<file path="src/rtl/ctrl_pkg.sv">
// Shared controller definitions: opcode encodings and the three-cycle slot phases.
// Used by the instruction queue and by the downstream controller.
package ctrl_pkg;

  localparam logic [2:0] OP_FETCH = 3'h0;
  localparam logic [2:0] OP_WRITE = 3'h1;
  localparam logic [2:0] OP_ADD   = 3'h2;
  localparam logic [2:0] OP_SUB   = 3'h3;
  localparam logic [2:0] OP_MULT  = 3'h4;
  localparam logic [2:0] OP_DIV   = 3'h5;
  localparam logic [2:0] OP_SHIFT = 3'h6;
  localparam logic [2:0] OP_NOP   = 3'h7;

  localparam logic [1:0] PH_WAITE = 2'd0;
  localparam logic [1:0] PH_LOAD  = 2'd1;
  localparam logic [1:0] PH_STORE = 2'd2;

  // Phase 3 is unreachable; it recovers to WAITE rather than locking up.
  function automatic logic [1:0] next_phase(input logic [1:0] ph);
    logic [1:0] nxt;
    case (ph)
      PH_WAITE: nxt = PH_LOAD;
      PH_LOAD:  nxt = PH_STORE;
      PH_STORE: nxt = PH_WAITE;
      default:  nxt = PH_WAITE;
    endcase
    return nxt;
  endfunction

endpackage

</file>
<file path="src/rtl/instr_fifo.sv">
// Opcode FIFO: storage, wrapping pointers and occupancy count.
// The caller guarantees push only when not full (or with a same-edge pop) and pop only when not empty.
module instr_fifo
  import ctrl_pkg::*;
#(
  parameter int DEPTH = 4
) (
  input  logic                     clock,
  input  logic                     reset,
  input  logic                     push,
  input  logic                     pop,
  input  logic                     clear,
  input  logic [2:0]               din,
  output logic [2:0]               head,
  output logic [$clog2(DEPTH):0]   count
);

  localparam int AW = $clog2(DEPTH);
  localparam logic [AW-1:0] PTR_ONE = AW'(1);
  localparam logic [AW:0]   CNT_ONE = (AW + 1)'(1);

  logic [2:0]    mem_r [DEPTH];
  logic [AW-1:0] wr_ptr_r;
  logic [AW-1:0] rd_ptr_r;
  logic [AW:0]   count_r;

  // Storage, pointer and count update; clear empties the queue without touching storage.
  always_ff @(posedge clock) begin
    if (reset) begin
      wr_ptr_r <= '0;
      rd_ptr_r <= '0;
      count_r  <= '0;
      for (int i = 0; i < DEPTH; i++) begin
        mem_r[i] <= OP_NOP;
      end
    end else if (clear) begin
      wr_ptr_r <= '0;
      rd_ptr_r <= '0;
      count_r  <= '0;
    end else begin
      if (push) begin
        mem_r[wr_ptr_r] <= din;
        wr_ptr_r        <= wr_ptr_r + PTR_ONE;
      end
      if (pop) begin
        rd_ptr_r <= rd_ptr_r + PTR_ONE;
      end
      case ({push, pop})
        2'b10:   count_r <= count_r + CNT_ONE;
        2'b01:   count_r <= count_r - CNT_ONE;
        default: count_r <= count_r;
      endcase
    end
  end

  assign head  = mem_r[rd_ptr_r];
  assign count = count_r;

endmodule

</file>
<file path="src/rtl/instruction_queue.sv">
// Instruction queue: buffers upstream opcodes and presents one per three-cycle slot,
// filling empty slots with NOP and flagging queued entries with instr_valid.
module instruction_queue
  import ctrl_pkg::*;
#(
  parameter int DEPTH = 4
) (
  input  logic                     clock,
  input  logic                     reset,
  input  logic [2:0]               in_instr,
  input  logic                     in_valid,
  output logic                     in_ready,
  input  logic                     flush,
  output logic [2:0]               instruction,
  output logic                     instr_valid,
  output logic [1:0]               phase,
  output logic [$clog2(DEPTH):0]   count
);

  localparam int CW = $clog2(DEPTH) + 1;
  localparam logic [CW-1:0] DEPTH_C = CW'(DEPTH);
  localparam logic [CW-1:0] ZERO_C  = CW'(0);

  logic [1:0]    phase_r;
  logic [2:0]    instruction_r;
  logic          instr_valid_r;
  logic [2:0]    head_s;
  logic [CW-1:0] count_s;
  logic          boundary_s;
  logic          in_ready_s;
  logic          push_s;
  logic          pop_s;

  // Handshake and slot-boundary decode; a full queue still accepts on the pop edge.
  always_comb begin
    boundary_s = (phase_r == PH_STORE);
    in_ready_s = !flush && ((count_s < DEPTH_C) || boundary_s);
    push_s     = in_valid && in_ready_s;
    pop_s      = boundary_s && !flush && (count_s != ZERO_C);
  end

  instr_fifo #(.DEPTH(DEPTH)) u_fifo (
    .clock (clock),
    .reset (reset),
    .push  (push_s),
    .pop   (pop_s),
    .clear (flush),
    .din   (in_instr),
    .head  (head_s),
    .count (count_s)
  );

  // Free-running slot phase; flush never disturbs it.
  always_ff @(posedge clock) begin
    if (reset) begin
      phase_r <= PH_WAITE;
    end else begin
      phase_r <= next_phase(phase_r);
    end
  end

  // Presented opcode changes only at the slot boundary; the pop is seen before any same-edge push.
  always_ff @(posedge clock) begin
    if (reset) begin
      instruction_r <= OP_NOP;
      instr_valid_r <= 1'b0;
    end else if (boundary_s) begin
      if (pop_s) begin
        instruction_r <= head_s;
        instr_valid_r <= 1'b1;
      end else begin
        instruction_r <= OP_NOP;
        instr_valid_r <= 1'b0;
      end
    end else begin
      instruction_r <= instruction_r;
      instr_valid_r <= instr_valid_r;
    end
  end

  assign in_ready    = in_ready_s;
  assign instruction = instruction_r;
  assign instr_valid = instr_valid_r;
  assign phase       = phase_r;
  assign count       = count_s;

endmodule
</file>
<file path="config.mk">
export PLATFORM = sky130hd
export DESIGN_NAME = instruction_queue
export DESIGN_NICKNAME = d
export VERILOG_FILES = /design/src/rtl/ctrl_pkg.sv /design/src/rtl/instr_fifo.sv /design/src/rtl/instruction_queue.sv
export SDC_FILE = /design/constraint.sdc
export NUM_CORES = 1
export LEC_CHECK = 0
export ABC_AREA = 0
export BUFFER_PORTS_ARGS = -buffer_cell sky130_fd_sc_hd__buf_2
export CAP_MARGIN = 40
export CELL_PAD_IN_SITES_DETAIL_PLACEMENT = 0
export CELL_PAD_IN_SITES_GLOBAL_PLACEMENT = 1
export CORE_MARGIN = 2
export CORE_UTILIZATION = 40
export CTS_CLUSTER_DIAMETER = 100
export CTS_CLUSTER_SIZE = 14
export DETAILED_ROUTE_END_ITERATION = 7
export PLACE_DENSITY_LB_ADDON = 0.2
export SLEW_MARGIN = 10
export SYNTH_ARGS = -nofsm -noshare
export SYNTH_HDL_FRONTEND = slang
export SYNTH_SLANG_ARGS = --single-unit
</file>
<file path="constraint.sdc">
create_clock -name clock -period 2 [get_ports clock]
set_input_delay 0.3 -clock clock [delete_from_list [all_inputs] [get_ports clock]]
set_output_delay 0.3 -clock clock [all_outputs]
set_load 0.02 [all_outputs]
</file>
==> results of run 1 <==
[cell usage after synthesis, types with 2 or more instances]
cell and count:
sky130_fd_sc_hd__dfxtp_1 15, sky130_fd_sc_hd__edfxtp_1 12, sky130_fd_sc_hd__nand2_1 10, sky130_fd_sc_hd__nor2_1 10
sky130_fd_sc_hd__inv_1 7, sky130_fd_sc_hd__a21oi_1 5, sky130_fd_sc_hd__nor3_4 4, sky130_fd_sc_hd__mux4_2 3
sky130_fd_sc_hd__nand2b_1 3, sky130_fd_sc_hd__o32a_1 3, sky130_fd_sc_hd__xnor2_1 3, sky130_fd_sc_hd__a21o_1 2
sky130_fd_sc_hd__nor2b_1 2, sky130_fd_sc_hd__xor2_1 2
[sequential cells by signal, indices dropped and copies added, names as in the netlist, named ones only]
name             flops
u_fifo.count         3
phase                2
u_fifo.wr_ptr_r      2
u_fifo.mem_r        12
instruction          3
u_fifo.rd_ptr_r      2
instr_valid          1
[where the power goes]
part | switching (mW) | internal, mW | total (mW)
Combinational | 0.0528 | 0.0363 | 0.0891
Sequential | 0.00706 | 0.586 | 0.594
Clock | 0.161 | 0.0751 | 0.236
Total | 0.221 | 0.698 | 0.919
[final cells by class]
cell class              instances  area [um^2]  area share
flip-flops and latches         27          669       0.472
multi-input cells              60          503       0.354
repair buffers                 25          148       0.104
clock inverters                 1         5.00     0.00353
well taps                      31         38.8      0.0273
clock buffers                   3         22.5      0.0159
inverters                       8         32.5      0.0229
[cell families after synthesis]
kind of cell	Yosys count	share of synthesized area
AOI/OAI and AO/OA	14	0.0886
buffers and inverters	10	0.0348
muxes	3	0.0570
adders and majority gates	2	0.0274
and+or+nand+nor	36	0.198
DFF	27	0.557
xor gates and xnor gates	5	0.0369
[critical path, stage by stage, from the launching register on]
cell                       delay, ns
sky130_fd_sc_hd__dfxtp_4        0.37
sky130_fd_sc_hd__nand2b_4       0.17
sky130_fd_sc_hd__nor3_4         0.17
sky130_fd_sc_hd__ha_4           0.16
sky130_fd_sc_hd__inv_1          0.05
sky130_fd_sc_hd__fa_2           0.33
sky130_fd_sc_hd__xor2_1         0.15
sky130_fd_sc_hd__or3_1          0.37
sky130_fd_sc_hd__a21oi_2        0.11
[per-layer routing]
| metal | GRT usage | wire length, um | share of wire | vias to the layer above |
|---|---|---|---|---|
| li1 | - | - | - | 393 |
| met5 | 0 | 0 | 0 | - |
| met3 | 0.0198 | 66 | 0.031 | 5 |
| met4 | 0.0598 | 36 | 0.017 | 0 |
| met1 | 0.178 | 953 | 0.45 | 384 |
| met2 | 0.250 | 1080 | 0.51 | 14 |
[layout by cell type (no fill, tap or decap), drive strengths merged, types with 2 or more instances in the layout]
cell	synthesis	layout
nor3	6	6
edfxtp	12	12
dfxtp	15	15
nand2	10	10
o32a	3	3
buf	1	25
nand2b	4	4
xnor2	3	3
nor2	10	10
mux4	3	3
nor2b	2	2
a21oi	6	6
clkbuf	1	3
a21o	2	2
xor2	2	2
o21ai	2	2
inv	8	8
[stage by stage]
stage	util	TNS [ns]	instances	hold slack [ns]	setup WS, ns
after floorplan	-	0	97	0.454	0.00772
after global placement	0.480	0	146	0.427	0.0581
after detailed placement	0.480	-0.0220	146	0.440	-0.0220
after CTS	0.510	0	155	0.254	0.00496
after global routing	0.510	-0.00643	155	0.249	-0.00643
final	0.510	0	155	0.261	0.0608
[how the worst min path moves through the flow]
| stage | to | cells past startpoint | start |
|---|---|---|---|
| after floorplan | instruction[2]$_SDFFE_PP1N_ | 1 | reset |
| after global placement | phase[0]$_SDFF_PP0_ | 1 | phase[0]$_SDFF_PP0_ |
| after detailed placement | phase[0]$_SDFF_PP0_ | 1 | phase[0]$_SDFF_PP0_ |
| after CTS | u_fifo.mem_r[3][2]$_DFFE_PP_ | 3 | in_instr[2] |
| after global routing | u_fifo.mem_r[2][2]$_SDFFCE_PN1P_ | 3 | in_instr[2] |
| final | u_fifo.mem_r[3][2]$_DFFE_PP_ | 3 | in_instr[2] |
[repair_timing]
action / 4_1_cts / 5_1_grt
cloned: 0 / 0
setup buffers: 5 / 1
setup endpoints to repair: 1 / 1
gates resized for setup: 2 / 2
pin swaps: 2 / 5
==> results.md, run 1 <==
Timing:
- The total count of max-transition violations in the final report came to 0.
- The worst pin sits at a relative slew slack of 0.761.
- The achievable clock frequency is 0.516 GHz.
- The number of failing setup endpoints in the final timing report is 0.
- The worst path in the final design needs a cycle of 1.94 ns, including I/O delays and setup.
- The number of failing hold endpoints at the final stage came to 0.
- The part of the cycle the worst path needs is 0.970.
- The final clock skew is 0.00300 ns.
- For the pin with the worst max-slew slack, the measured transition is ~0.36 ns.

Floorplanning:
- In this run the standard cell core region covers 2780 um^2.
- The floorplan has 19 rows.
- The chip height is 58.5 um.
- The width of the chip is 58.5 um.
- The floorplan die area is 3420 um^2.
- The boundary pin count is 17.
- The starting density of the core is 0.426.

Synth:
- The top-area cell type share of the netlist area is 0.304.
- The synthesized design contains 27 register bits.
- The count of flip-flops with a built-in enable after synthesis is 12.
- The cell area that synthesis handed to floorplanning was around 1200 um^2.
- In the post-synthesis netlist, the biggest area contributors are sky130_fd_sc_hd__edfxtp_1 (30%), sky130_fd_sc_hd__dfxtp_1 (25%), sky130_fd_sc_hd__mux4_2 (5.7%).
- The number of unique standard cell types used by synthesis is 30.
- The share of the Yosys chip area taken by registers is 0.557.
- In the synthesized netlist, the number of instances is 97.
- For this run, the leading register cell type out of synthesis is sky130_fd_sc_hd__dfxtp_1.
- The most area-hungry cell type in the Yosys netlist is sky130_fd_sc_hd__edfxtp_1.
- Yosys printed 0 warnings.
- A synthesized cell averages approximately 12 um^2.
- The number of nets handed over by synthesis was approximately 110.
- The share of synthesized registers carrying an async set or reset is 0.

Critical path:
- The worst setup path is launched from a flop.
- The critical path is of the reg2reg type.
- For flop-to-flop paths, the worst setup slack is 0.06 ns.
- The worst-case reg-to-reg path depth is 8.
- Of all nets on the critical path, the largest fanout is 3.
- The destination of the worst register-to-register timing path is u_fifo.count[2]$_SDFFE_PP0P_.
- In this run the critical register-to-register path is launched from phase[0]$_SDFF_PP0_.
- The critical path launch point is phase[0]$_SDFF_PP0_.
- STA puts the critical path data required time at 2.27 ns.
- Data arrives at the worst endpoint at about 2.2 ns.
- STA classifies the critical path endpoint as a flop.
- The timing endpoint of the critical path is u_fifo.count[2]$_SDFFE_PP0P_.

Route:
- The number of vias per cell after detailed routing is 5.14.
- In the routed design, unresolved DRC markers number 0.
- The routed wire length per instance is 13.8 um.
- The number of violations reported at the end of detailed-routing iteration 0 is 17.
- The via count of the routed design is 796.
- The routed wire length is ~2.1 mm.
- The antenna violation net count after detailed routing is 0.
- For this run, the detailed router's first-pass iteration total came to 4.

Place:
- Port buffering added 16 buffers.
- The wire-length estimate of the detail-placed layout is 1.63 mm.
- The standard cell area after detailed placement is roughly 1300 um^2.
- The final weighted congestion in routability-driven placement is around 0.74.

Layout:
- The filler cells instantiated in the layout total 259.
- In the final layout, the share of cells above drive strength 1 is 0.411.
- The cell area after layout is 1420 um^2.
- The area growth from synthesis to layout is 19.6%.
- After the last flow step, the layout net total stands at 134.
- The antenna diode instance count is 0.

Min path:
- The worst hold path belongs to the class in2reg.

Power:
- The analysis attributes to cell leakage a power of around 0.48 nW.
- Total power for the finished layout comes to around 0.92 mW.
- The worst-case IR drop observed on VDD is 0.360 mV.
- Power spread over the standard cell area amounts to 648 nW/um^2.

Clock tree:
- Clock-pin slew was measured on the worst setup and hold paths at 0.14 ns.
- In this run the number of H-tree levels came out at 1.
- The number of buffers created by CTS is 3.
- The clock insertion delay at the later pin of the skew report is 0.32 ns.
- The number of hold buffers added after cts is 0.
- The clock net in this run drives a total of 27 sinks.
- The deepest clock path buffer count is 2.
- The clock root buffer master is sky130_fd_sc_hd__clkbuf_4.
- The clock tree from TritonCTS is built.

Global route:
- The overall routing resource usage is 0.143.
- The initial antenna violation count is 0.
- The number of global-route vias before repair came to 838.
- The wire length of the first global-routing pass is 3.63 mm.
- The largest net degree at the start of global routing is 16.
- For this run the aggregate overflow at the end of global routing stands at 0.

Run:
- The number of violations of the max-capacitance limit is 0.

Outcome:
- The flow ran to the end, and the final reports show no timing, DRC or antenna violations.
No activity file was read; power rests on OpenSTA's default activity.
==> run 2: changes to the inputs <==
--- a/config.mk
+++ b/config.mk
@@ -16,6 +16,7 @@
 export CTS_CLUSTER_SIZE = 14
 export DETAILED_ROUTE_END_ITERATION = 7
 export PLACE_DENSITY_LB_ADDON = 0.2
+export RECOVER_POWER = 100
 export SLEW_MARGIN = 10
 export SYNTH_ARGS = -nofsm -noshare
 export SYNTH_HDL_FRONTEND = slang
==> constraint.sdc (replaced) <==
create_clock -name clock -period 2 [get_ports clock]
set_input_delay 0.3 -clock clock [delete_from_list [all_inputs] [get_ports clock]]
set_output_delay 0.3 -clock clock [all_outputs]
set_load 0.1 [all_outputs]
==> run 2 against run 1 <==
Effect of this change:
- count of clock-buffer cells in the layout up 1
- flip-flop and latch count is the same
- clock skew grew 0.0020 ns
- utilization increased by 0.58 points
- first-iteration DRC count grew 12%
- non-clock buffer count stayed put
- largest cell class unchanged
- highest routed layer unchanged
==> results.md, run 2 (synthesis results as in run 1) <==
Timing:
- The achievable clock frequency is 0.521 GHz (was 0.516 GHz).
- The final clock skew is 0.00497 ns (was 0.00300 ns).
- The setup total negative slack is 0 ns (unchanged).
- The number of failing hold endpoints at the final stage is 0 (unchanged).
- The total count of max-transition violations in the final report is 0 (unchanged).
- The number of failing setup endpoints in the final timing report is 0 (unchanged).
- The actual slew at the worst max-slew pin is 0.484 ns (was 0.359 ns).
- The max-slew headroom at the worst pin came to 0.679 (was 0.761).
- The tightest hold margin is 0.275 ns (was 0.261 ns).
- The final critical-path required period was 1.92 ns (was 1.94 ns).
- Setup repair after global routing could not meet its margin everywhere.
- The worst setup margin is 0.0824 ns (was 0.0608 ns).
- The part of the cycle the worst path needs is 0.959 (was 0.970).

Global route:
- The initial antenna violation count is 0 (unchanged).
- The remaining global-route overflow is 0 (unchanged).
- The largest net degree at the start of global routing is 16 (unchanged).
- The number of global-route vias before repair is 799 (was 838).
- The wire length of the first global-routing pass is 3.73 mm (was 3.63 mm).
- The overall routing resource usage is 0.145 (was 0.143).

Route:
- The routed wire length is 2.10 mm (was 2.14 mm).
- The antenna violation net count after detailed routing is 0 (unchanged).
- The number of vias per cell after detailed routing is 4.98 (was 5.14).
- The detailed-route DRC error count is 0 (unchanged).
- The number of violations reported at the end of detailed-routing iteration 0 is 19 (was 17).
- The via count of the routed design was 772 (was 796).
- The number of optimization iterations in the first detailed-route pass is 4 (unchanged).
- The routed wire length per instance is 13.6 um (was 13.8 um).

Place:
- The standard cell area after detailed placement is 1350 um^2 (was 1340 um^2).
- The placed cell count came to 144 (was 146).
- The count of buffers inserted at the top-level ports is 16 (unchanged).
- The worst slack at placement is 0.0000806 ns (was -0.0220 ns).
- The detailed placer's ending HPWL was 1.56 mm (was 1.63 mm).
- The final weighted congestion in routability-driven placement is 0.746 (was 0.736).

Layout:
- The non-filler instance count after layout came to 155 (unchanged).
- The leading cell type in the layout, fill and taps excluded is sky130_fd_sc_hd__buf_2 (unchanged).
- The fraction of final layout cells with drive strength greater than 1 was 0.419 (was 0.411).
- The cell area after layout is 1440 um^2 (was 1420 um^2).
- The utilization after layout came to 0.516 (was 0.510).
- Leading cell types in the layout, fill and taps excluded: sky130_fd_sc_hd__buf_2 (16), sky130_fd_sc_hd__edfxtp_1 (12), sky130_fd_sc_hd__nor2_1 (10), sky130_fd_sc_hd__nand2_1 (10), sky130_fd_sc_hd__dfxtp_1 (10) (unchanged).
- The number of nets at the end of the flow came to 134 (unchanged).
- The post-synthesis to final-layout area growth was 21.0% (was 19.6%).
- The register ranked first by flip-flop count is u_fifo.mem_r (unchanged).
- The antenna diode instance count came to 0 (unchanged).
- The flip-flop count of the largest register after layout is 12 (unchanged).

Power:
- The leakage component of the power is 0.478 nW (was 0.479 nW).
- The worst vdd rail ir drop is 0.412 mV (was 0.360 mV).
- The final total power is 0.942 mW (was 0.919 mW).
- The power per unit of standard cell area is 656 nW/um^2 (was 648 nW/um^2).

Critical path:
- The critical path required time is 2.25 ns (was 2.27 ns).
- The minimum setup slack among reg-to-reg paths is 0.08 ns (was 0.06 ns).
- The element type at the critical path end was a flop (unchanged).
- The destination of the worst register-to-register timing path is u_fifo.count[2]$_SDFFE_PP0P_ (unchanged).
- The peak per-stage delay on the critical path is 0.38 ns (was 0.37 ns).
- The origin of the critical flop-to-flop path is phase[0]$_SDFF_PP0_ (unchanged).
- Cell-by-cell trace of the critical path: nand2b_4, buf_6, a21oi_4, inv_4, ha_4, inv_2, fa_2, xor2_1, or3_1, a21oi_2 (was nand2b_4, nor3_4, ha_4, inv_1, fa_2, xor2_1, or3_1, a21oi_2).
- The startpoint kind of the worst setup timing path is a flop (unchanged).
- The critical path launch point is phase[0]$_SDFF_PP0_ (unchanged).
- The kind of critical path is reg2reg (unchanged).
- The worst-case reg-to-reg path depth was 10 (was 8).
- The largest fanout on the critical path is 5 (was 3).
- The cell at the slowest stage of the critical path is sky130_fd_sc_hd__dfxtp_4 (unchanged).
- The data arrival time at the worst-slack endpoint was 2.17 ns (was 2.21 ns).
- The timing endpoint of the critical path was u_fifo.count[2]$_SDFFE_PP0P_ (unchanged).

Floorplanning:
- The area of the placeable core is 2780 um^2 (unchanged).
- The chip height came to 58.5 um (unchanged).
- The number of placement rows is 19 (unchanged).
- The starting density of the core was 0.426 (unchanged).
- The floorplan die area was 3420 um^2 (unchanged).
- The width of the chip is 58.5 um (unchanged).
- The boundary pin count is 17 (unchanged).

Clock tree:
- The number of buffers created by CTS is 3 (unchanged).
- The clock insertion delay at the later pin of the skew report is 0.31 ns (was 0.32 ns).
- The maximum level of the CTS H-tree is 1 (unchanged).
- The CTS clock-pin slew for the worst setup and hold paths was 0.14 ns (about the same).
- The clock tree from TritonCTS is built (unchanged).
- The number of hold buffers added after cts is 0 (unchanged).
- The deepest clock path buffer count is 2 (unchanged).
- The sink count of the clock tree came to 27 (unchanged).
- The clock root buffer master is sky130_fd_sc_hd__clkbuf_4 (unchanged).

Outcome:
- Status: finished clean (unchanged).

Run:
- The number of violations of the max-capacitance limit is 0 (unchanged).

Min path:
- The type of the tightest min-delay check is in2reg (unchanged).
-- run 2: changes by cell type in the layout (fill, tap and decap cells not counted), sizes merged --
cell    change
clkbuf      +1
clkinv      -1
-- run 2: cell type report --
type | count | area, um^2
Fill cell | 265 | 1350
Sequential cell | 27 | 679
Multi-Input combinational cell | 60 | 507
Timing Repair Buffer | 25 | 151
Tap cell | 31 | 38.8
Inverter | 8 | 32.5
Clock buffer | 4 | 26.3
-- run 2: how the worst min path moves through the flow --
stage,startpoint,endpoint,slack (ns),cells after the start
6_report,in_instr[2],u_fifo.mem_r[3][2]$_DFFE_PP_,0.28,3
3_5_place_dp,phase[0]$_SDFF_PP0_,phase[0]$_SDFF_PP0_,0.43,1
4_1_cts,in_instr[0],u_fifo.mem_r[3][0]$_DFFE_PP_,0.27,3
5_1_grt,in_instr[1],u_fifo.mem_r[3][1]$_DFFE_PP_,0.27,3
2_1_floorplan,reset,instruction[2]$_SDFFE_PP1N_,0.45,1
3_3_place_gp,phase[0]$_SDFF_PP0_,phase[0]$_SDFF_PP0_,0.43,1
-- run 2: metal layers --
layer / GRT usage / up-vias / wire length (um)
li1: - / 395 / -
met2: 0.238 / 11 / 1040
met4: 0.0498 / 0 / 13
met5: 0 / - / 0
met1: 0.194 / 364 / 986
met3: 0.0264 / 2 / 65
-- run 2: worst max-delay path: cells and delay by family, from the launching register on --
family | cells | cell delay (ns)
simple gates | 2 | 0.48
flops | 1 | 0.38
buf+inv | 3 | 0.21
compound gates | 2 | 0.18
xor+xnor | 1 | 0.15
fa+ha+maj | 2 | 0.46
-- run 2: timing repair --
| action | CTS | global route |
|---|---|---|
| pin swaps | 2 | 3 |
| buffers inserted | 5 | 2 |
| resized for setup | 0 | 2 |
| cloned | 0 | 0 |
| endpoints found under the setup margin | 1 | 2 |
-- run 2: power breakdown --
group          switching [mW]  internal (mW)  leakage, nW
registers             0.00778          0.582        0.217
clock network           0.149         0.0778       0.0150
logic                  0.0859         0.0384        0.246
total                   0.243          0.698        0.478
==> run 3: changes to the inputs <==
--- a/config.mk
+++ b/config.mk
@@ -6,15 +6,15 @@
 export NUM_CORES = 1
 export LEC_CHECK = 0
 export ABC_AREA = 0
-export BUFFER_PORTS_ARGS = -buffer_cell sky130_fd_sc_hd__buf_2
 export CAP_MARGIN = 40
 export CELL_PAD_IN_SITES_DETAIL_PLACEMENT = 0
 export CELL_PAD_IN_SITES_GLOBAL_PLACEMENT = 1
 export CORE_MARGIN = 2
-export CORE_UTILIZATION = 40
+export CORE_UTILIZATION = 44
 export CTS_CLUSTER_DIAMETER = 100
 export CTS_CLUSTER_SIZE = 14
 export DETAILED_ROUTE_END_ITERATION = 7
+export DONT_BUFFER_PORTS = 1
 export PLACE_DENSITY_LB_ADDON = 0.2
 export RECOVER_POWER = 100
 export SLEW_MARGIN = 10
==> run 3 against run 2 <==
Effect of this change:
- flip-flop and latch count unchanged
- sequential share of layout area up 4.2 points
- largest power group unchanged
- setup slack better by 0.047 ns
- critical path depth fell by 2
==> results.md, run 3 (synthesis results as in run 1) <==
Critical path:
- The kind of critical path is reg2reg (unchanged).
- The critical path required time came to 2.26 ns (was 2.25 ns).
- The data arrival time at the worst-slack endpoint is 2.13 ns (was 2.17 ns).
- The largest fanout on the critical path came to 5 (unchanged).
- The element type at the critical path end is a flop (unchanged).
- The worst-case reg-to-reg path depth is 8 (was 10).
- The critical path launch point is phase[0]$_SDFF_PP0_ (unchanged).
- The destination of the worst register-to-register timing path is u_fifo.count[2]$_SDFFE_PP0P_ (unchanged).
- The minimum setup slack among reg-to-reg paths is 0.13 ns (was 0.08 ns).
- The startpoint kind of the worst setup timing path is a flop (unchanged).
- The timing endpoint of the critical path is u_fifo.count[2]$_SDFFE_PP0P_ (unchanged).
- The origin of the critical flop-to-flop path is phase[0]$_SDFF_PP0_ (unchanged).

Clock tree:
- The post-cts resize count is 0 (unchanged).
- The clock root buffer master is sky130_fd_sc_hd__clkbuf_4 (unchanged).
- The sink count of the clock tree is 27 (unchanged).
- The clock tree from TritonCTS is built (unchanged).
- The maximum level of the CTS H-tree is 1 (unchanged).
- The number of buffers created by CTS is 3 (unchanged).
- The number of hold buffers added after cts was 0 (unchanged).
- The CTS clock-pin slew for the worst setup and hold paths is 0.14 ns (about the same).
- The post-CTS setup repair buffer count was 0 (was 5).
- The clock insertion delay at the later pin of the skew report is 0.32 ns (was 0.31 ns).
- The deepest clock path buffer count was 2 (unchanged).

Global route:
- The wire length of the first global-routing pass is 3.26 mm (was 3.73 mm).
- The remaining global-route overflow is 0 (unchanged).
- The initial antenna violation count is 0 (unchanged).
- The largest net degree at the start of global routing is 16 (unchanged).
- The overall routing resource usage is 0.133 (was 0.145).
- The number of global-route vias before repair came to 704 (was 799).

Floorplanning:
- The starting density of the core is 0.470 (was 0.426).
- The width of the chip came to 55.9 um (was 58.5 um).
- The area of the placeable core is 2520 um^2 (was 2780 um^2).
- The floorplan die area was 3130 um^2 (was 3420 um^2).
- The chip height is 55.9 um (was 58.5 um).
- The number of placement rows is 18 (was 19).
- The boundary pin count is 17 (unchanged).

Place:
- The count of buffers inserted at the top-level ports is 0 (was 16).
- The standard cell area after detailed placement is 1340 um^2 (was 1350 um^2).
- The final weighted congestion in routability-driven placement is 0.826 (was 0.746).
- The detailed placer's ending HPWL is 1.48 mm (was 1.56 mm).

Layout:
- The leading cell type in the layout, fill and taps excluded is sky130_fd_sc_hd__edfxtp_1 (was sky130_fd_sc_hd__buf_2).
- The fraction of final layout cells with drive strength greater than 1 came to 0.277 (was 0.419).
- The antenna diode instance count is 0 (unchanged).
- The register ranked first by flip-flop count is u_fifo.mem_r (unchanged).
- The number of nets at the end of the flow is 122 (was 134).
- The post-synthesis to final-layout area growth was 10.4% (was 21.0%).
- The utilization after layout is 0.519 (was 0.516).
- The flip-flop count of the largest register after layout is 12 (unchanged).
- The cell area after layout was 1310 um^2 (was 1440 um^2).
- Leading cell types in the layout, fill and taps excluded: sky130_fd_sc_hd__edfxtp_1 (12), sky130_fd_sc_hd__dfxtp_1 (11), sky130_fd_sc_hd__nor2_1 (10), sky130_fd_sc_hd__nand2_1 (10), sky130_fd_sc_hd__clkbuf_2 (7) (was sky130_fd_sc_hd__buf_2 (16), sky130_fd_sc_hd__edfxtp_1 (12), sky130_fd_sc_hd__nor2_1 (10), sky130_fd_sc_hd__nand2_1 (10), sky130_fd_sc_hd__dfxtp_1 (10)).

Timing:
- Unrepaired setup endpoints after global routing: no (was yes).
- The max-slew headroom at the worst pin is 0.611 (was 0.679).
- The final critical-path required period is 1.87 ns (was 1.92 ns).
- The number of failing hold endpoints at the final stage came to 0 (unchanged).
- The number of failing setup endpoints in the final timing report is 0 (unchanged).
- The part of the cycle the worst path needs is 0.935 (was 0.959).
- The actual slew at the worst max-slew pin is 0.584 ns (was 0.484 ns).
- The achievable clock frequency is 0.535 GHz (was 0.521 GHz).
- The tightest hold margin is 0.119 ns (was 0.275 ns).
- The final clock skew is 0.00259 ns (was 0.00497 ns).
- The total count of max-transition violations in the final report is 0 (unchanged).
- The setup total negative slack is 0 ns (unchanged).

Route:
- The routed wire length was 1.88 mm (was 2.10 mm).
- The number of violations reported at the end of detailed-routing iteration 0 is 16 (was 19).
- The detailed-route DRC error count is 0 (unchanged).
- The number of optimization iterations in the first detailed-route pass was 4 (unchanged).
- The antenna violation net count after detailed routing is 0 (unchanged).
- The routed wire length per instance is 13.3 um (was 13.6 um).
- The via count of the routed design is 723 (was 772).
- The number of vias per cell after detailed routing was 5.09 (was 4.98).

Power:
- The worst vdd rail ir drop is 0.392 mV (was 0.412 mV).
- The power per unit of standard cell area is 707 nW/um^2 (was 656 nW/um^2).
- The final total power is 0.926 mW (was 0.942 mW).
- The leakage component of the power is 0.406 nW (was 0.478 nW).

Min path:
- The number of cells traversed by the worst hold path is 1 (was 3).
- The type of the tightest min-delay check was in2reg (unchanged).

Run:
- The number of violations of the max-capacitance limit is 0 (unchanged).

Outcome:
- Status: finished clean (unchanged).
run 3: final cells by class:
class | instances | area [um^2]
Fill cell | 244 | 1210
Sequential cell | 27 | 676
Multi-Input combinational cell | 60 | 463
Timing Repair Buffer | 13 | 75.1
Tap cell | 30 | 37.5
Inverter | 8 | 32.5
Clock buffer | 4 | 26.3
run 3: worst min-delay path by stage:
stage	from	end	slack, ns
global placement	reset	phase[1]$_SDFF_PP0_	0.37
finish	reset	instruction[1]$_SDFFE_PP1N_	0.12
CTS	reset	phase[0]$_SDFF_PP0_	0.009
floorplan	reset	instruction[2]$_SDFFE_PP1N_	0.45
detailed placement	reset	phase[0]$_SDFF_PP0_	0.37
global route	reset	instruction[1]$_SDFFE_PP1N_	0.09
run 3: per-stage QoR:
step | std cells | worst slack (ns)
floorplan | 97 | -0.115
global placement | 137 | 0.180
detailed placement | 137 | 0.139
CTS | 141 | 0.107
global route | 142 | 0.0189
finish | 142 | 0.129
run 3: critical path: stages (launching register included):
cell and delay [ns]:
sky130_fd_sc_hd__dfxtp_4 0.37, sky130_fd_sc_hd__nand2b_4 0.17, sky130_fd_sc_hd__nor3_4 0.17, sky130_fd_sc_hd__ha_4 0.17, sky130_fd_sc_hd__inv_2 0.04, sky130_fd_sc_hd__fa_2 0.32, sky130_fd_sc_hd__xor2_1 0.15, sky130_fd_sc_hd__or3_1 0.30
sky130_fd_sc_hd__a21oi_1 0.12
run 3: power breakdown:
| part | leakage, nW | internal [mW] | switching (mW) |
|---|---|---|---|
| sequential | 0.217 | 0.583 | 0.00521 |
| clock | 0.0150 | 0.0780 | 0.158 |
| combinational | 0.174 | 0.0282 | 0.0734 |
| total | 0.406 | 0.689 | 0.237 |
run 3: layer usage:
layer | global-route usage | part of all wire | vias to the layer above
met5 | 0 | 0 | -
met4 | 0.0408 | 0.0085 | 0
met3 | 0.0372 | 0.041 | 2
met2 | 0.209 | 0.47 | 13
met1 | 0.179 | 0.48 | 339
li1 | - | - | 369
